===== src/rtl/glitchless_clk_div_switch.sv =====
// Integer clock divider with run-time ratio changes and start/stop applied only at period boundaries.
// Also produces a clk-domain tick aligned with each clk_out rising edge.
module glitchless_clk_div_switch #(
  parameter int DIV_W   = 8,
  parameter int DEF_DIV = 2
) (
  input  logic             clk,
  input  logic             rst,
  input  logic             en,
  input  logic             div_req,
  input  logic [DIV_W-1:0] div_val,
  output logic             div_ready,
  output logic             div_err,
  output logic             clk_out,
  output logic             tick,
  output logic             running,
  output logic [DIV_W-1:0] cur_div
);

  localparam logic IDLE = 1'b0;
  localparam logic RUN  = 1'b1;

  logic             state;
  logic [DIV_W-1:0] cnt;
  logic [DIV_W-1:0] cnt_inc;
  logic [DIV_W-1:0] pend_val;
  logic             pend;
  logic             accept;
  logic             val_low;
  logic [DIV_W-1:0] req_div;
  logic             period_end;

  assign div_ready  = !pend;
  assign accept     = div_req && div_ready;
  assign val_low    = div_val < DIV_W'(2);
  assign req_div    = val_low ? DIV_W'(2) : div_val;
  assign cnt_inc    = cnt + 1'b1;
  assign period_end = (state == RUN) && (cnt == cur_div - 1'b1);
  assign running    = (state == RUN);

  always_ff @(posedge clk) begin
    if (rst) begin
      state    <= IDLE;
      cnt      <= '0;
      clk_out  <= 1'b0;
      tick     <= 1'b0;
      cur_div  <= DIV_W'(DEF_DIV);
      pend     <= 1'b0;
      pend_val <= '0;
      div_err  <= 1'b0;
    end else begin
      div_err <= accept && val_low;
      if (state == IDLE) begin
        // A request accepted together with start is already in cur_div for the first period.
        if (accept) cur_div <= req_div;
        cnt <= '0;
        if (en) begin
          state   <= RUN;
          clk_out <= 1'b1;
          tick    <= 1'b1;
        end else begin
          clk_out <= 1'b0;
          tick    <= 1'b0;
        end
      end else if (period_end) begin
        if (pend) begin
          cur_div <= pend_val;
          pend    <= 1'b0;
        end else if (accept) begin
          cur_div <= req_div;
        end
        cnt <= '0;
        if (en) begin
          clk_out <= 1'b1;
          tick    <= 1'b1;
        end else begin
          state   <= IDLE;
          clk_out <= 1'b0;
          tick    <= 1'b0;
        end
      end else begin
        // Mid-period: ratio only parked, so the running period keeps its shape.
        cnt     <= cnt_inc;
        clk_out <= cnt_inc < (cur_div >> 1);
        tick    <= 1'b0;
        if (accept) begin
          pend     <= 1'b1;
          pend_val <= req_div;
        end
      end
    end
  end

endmodule


===== config.mk =====
export PLATFORM = sky130hd
export DESIGN_NAME = glitchless_clk_div_switch
export DESIGN_NICKNAME = d
export VERILOG_FILES = /design/src/rtl/glitchless_clk_div_switch.sv
export SDC_FILE = /design/constraint.sdc
export NUM_CORES = 1
export LEC_CHECK = 0
export BUFFER_PORTS_ARGS = -buffer_cell sky130_fd_sc_hd__buf_2
export CAP_MARGIN = 10
export CORE_UTILIZATION = 51
export DETAILED_ROUTE_END_ITERATION = 7
export PLACE_DENSITY_LB_ADDON = 0.12
export SLEW_MARGIN = 15
export SYNTH_ARGS = -nofsm -noshare
export SYNTH_HDL_FRONTEND = slang
export SYNTH_SLANG_ARGS = --single-unit

===== constraint.sdc =====
create_clock -name clk -period 2.28 [get_ports clk]
set_clock_uncertainty 0.15 [all_clocks]
set_input_delay 0.456 -clock clk [delete_from_list [all_inputs] [get_ports clk]]
set_output_delay 0.456 -clock clk [all_outputs]
set_load 0.01 [all_outputs]

==> impl_metrics.toml <==
[drt]
drcViolationCount = 0
first_pass_iters = 4
drt_iter0_markers = 65
viasPerCell = 5.616
vias = 1640
wl_mm = 4.094
ant_nets = 0
wl_per_cell_um = 14.02

[pwr]
leakagePower_uw = 0.0008608
p_per_area_nw_per_um2 = 624.9
power_uw = 1321
vdd_ir_drop_max_mv = 0.4653

[logic_synthesis]
synth.distinct_cells = 42
synth_nets = 237
synthesis.yosys.warnings = 0
synth_compound_area_share_pct = 20.18
synth-seq-cells = 29
synth_edf_count = 0
synth_ff_type = "dfxtp_1"
syn_inst = 217
synth_xor_area_share_pct = 7.384
async_flop_share_pct = 0
synthAdderAreaFrac_pct = 5.626
yosys.area_share.simple_pct = 24.05
avgSynthCellArea_um2 = 8.199
synthMuxAreaShare_pct = 3.376
syn-cell-area_um2 = 1779
ys_seq_area_share_pct = 32.63
synth_top_family_by_area = "simple AND/OR/NAND/NOR gates"

[clocking]
clkLatencyLatePin_ns = 0.33
cts_root_buffer = "clkbuf_4"
h-tree-depth = 2
cts_tree = "yes"
path_clk_slew_ns = 0.09
cts_buffer_depth = 2
cts_num_sinks = 29
numCtsBuffers = 5
holdBufCountCts = 0

[floorplanning]
die_x_um = 61.07
dieArea_um2 = 3729
fp.dieH_um = 61.07
io_pins = 25
floorplan.initialDensity_pct = 53.32
core_um2 = 3337
rows = 21

[global_route]
grt_max_degree = 45
grt_pass1_wl_mm = 6.755
antenna_found_initial = 0
grt_pass1_vias = 1543
overflow = 0
grtUsageTotal_pct = 24.56

[critical_path]
critPathRequiredTime_ns = 2.32
path_cells = "nor4_4, nand2_1, o31a_1, a211oi_2, nand2b_1, buf_12, o311ai_0"
cp_max_fo = 18
slowest_stage = "nor4_4"
crit_buf_inv = 1
endpoint_kind = "flop"
worstPathArrival_ns = 2.21
slowest_delay_ns = 0.36
cp_top_family = "compound AO/OA/AOI/OAI gates"
worstSetupPathType = "flop to flop"
cp-start-kind = "flop"

[sta]
fin_hold_ws_ns = 0.2283
setup-tns-final_ns = 0
hold_viol = 0
max_slew.worst_pin.slew_ns = 0.6946
fin_crit_sh_pct = 95.50
fmax_ghz = 0.4593
final-setup-viol-count = 0
maxSlewHeadroom_pct = 53.69
slew_viol_final = 0
post-route-min-period_ns = 2.177

[place]
place.gp.congestion = 0.8037
postPlaceCellArea_um2 = 2013
port_buffers = 24
dp_hpwl_mm = 3.031

[job]
drv_cap = 0

[finish]
most-common-layout-cells = "dfxtp_1 (24), buf_2 (24), nor2_1 (21), nand2b_1 (17), a21oi_1 (12)"
n_antenna_cell = 0
postLayoutCellArea_um2 = 2113
drive_above_1_share_pct = 23.98
nFillCells = 300
multi_input_area_um2 = 1122
area_delta_synth_final_pct = 18.78
regArea_um2 = 589.3
final_nets = 265

[status]
outcome = "complete, no violations"

[hold_path]
hold_class = "input port to flop"
[path summary, 6_finish.rpt]
path	start	end	slack, ns	depth (start not counted)
max reg2reg	cur_div[5]	cur_div[0]	0.10	7
min	en	running	0.23	3
min reg2reg	pend_val[5]	pend_val[5]	0.33	2
max	cur_div[5]	cur_div[0]	0.10	7
[layer usage]
layer | GRT usage, % | wire length, µm | vias to the layer above | share of wire [%]
li1 | - | - | 823 | -
met5 | 0 | 0 | - | 0
met4 | 9.740 | 64 | 0 | 1.6
met3 | 7.353 | 156 | 8 | 3.8
met1 | 29.63 | 1912 | 782 | 47
met2 | 40.99 | 1961 | 27 | 48
[logic make-up after synthesis]
logic type               Yosys count
AO/OA/AOI/OAI                     53
buffers and inverters             27
adder cells (fa/ha/maj)            8
XOR/XNOR                          15
AND/OR/NAND/NOR                   79
flip-flops                        29
multiplexers                       6
[flip-flops by register name, summed over array words and instances, names as in the netlist]
signal / flops
cnt: 8
cur_div: 8
pend_val: 8
clk_out: 1
div_err: 1
pend: 1
running: 1
tick: 1
[cell usage after synthesis (all sizes together) (6+ instances only)]
cell	number	area, µm²
nor2	22	85.09
nor3b	7	52.55
xnor2	10	87.58
inv	11	41.29
clkbuf	11	42.54
mux2i	6	60.06
a21oi	13	65.06
nor3	8	40.04
ha	8	100.1
a211oi	11	87.58
dfxtp	29	580.6
o31ai	6	45.04
o21ai	9	45.04
nand2b	17	106.4
nand2	10	37.54
[cell type report]
class	count	area share, %
Timing Repair Buffer	36	10.72
Clock inverter	1	0.2368
Multi-Input combinational cell	161	53.11
Tap cell	46	2.724
Inverter	12	2.250
Sequential cell	29	27.89
Clock buffer	7	3.079
[tightest hold or removal path, delay by kind of cell]
family / cells / cell delay, ns
compound gates: 1 / 0.10
buf+inv: 2 / 0.11
[metrics by stage]
step	cells	utilization (%)	setup slack, ns
floorplan	217	-	-0.04636
global placement	283	60.33	0.1798
detailed placement	283	60.33	0.07992
CTS	291	62.43	0.06161
global route	292	63.33	-0.02430
finish	292	63.33	0.1027
[repair_timing]
| action | in CTS | in global routing |
|---|---|---|
| setup buffers | 0 | 1 |
| endpoints found under the setup margin | 0 | 9 |
| gates resized for setup | 0 | 6 |
[power by group]
part           internal, µW  switching [µW]
Clock                   179             185
Combinational           180             207
Sequential              540            29.5
Total                   899             421
Power figures use the tool's default switching activity.
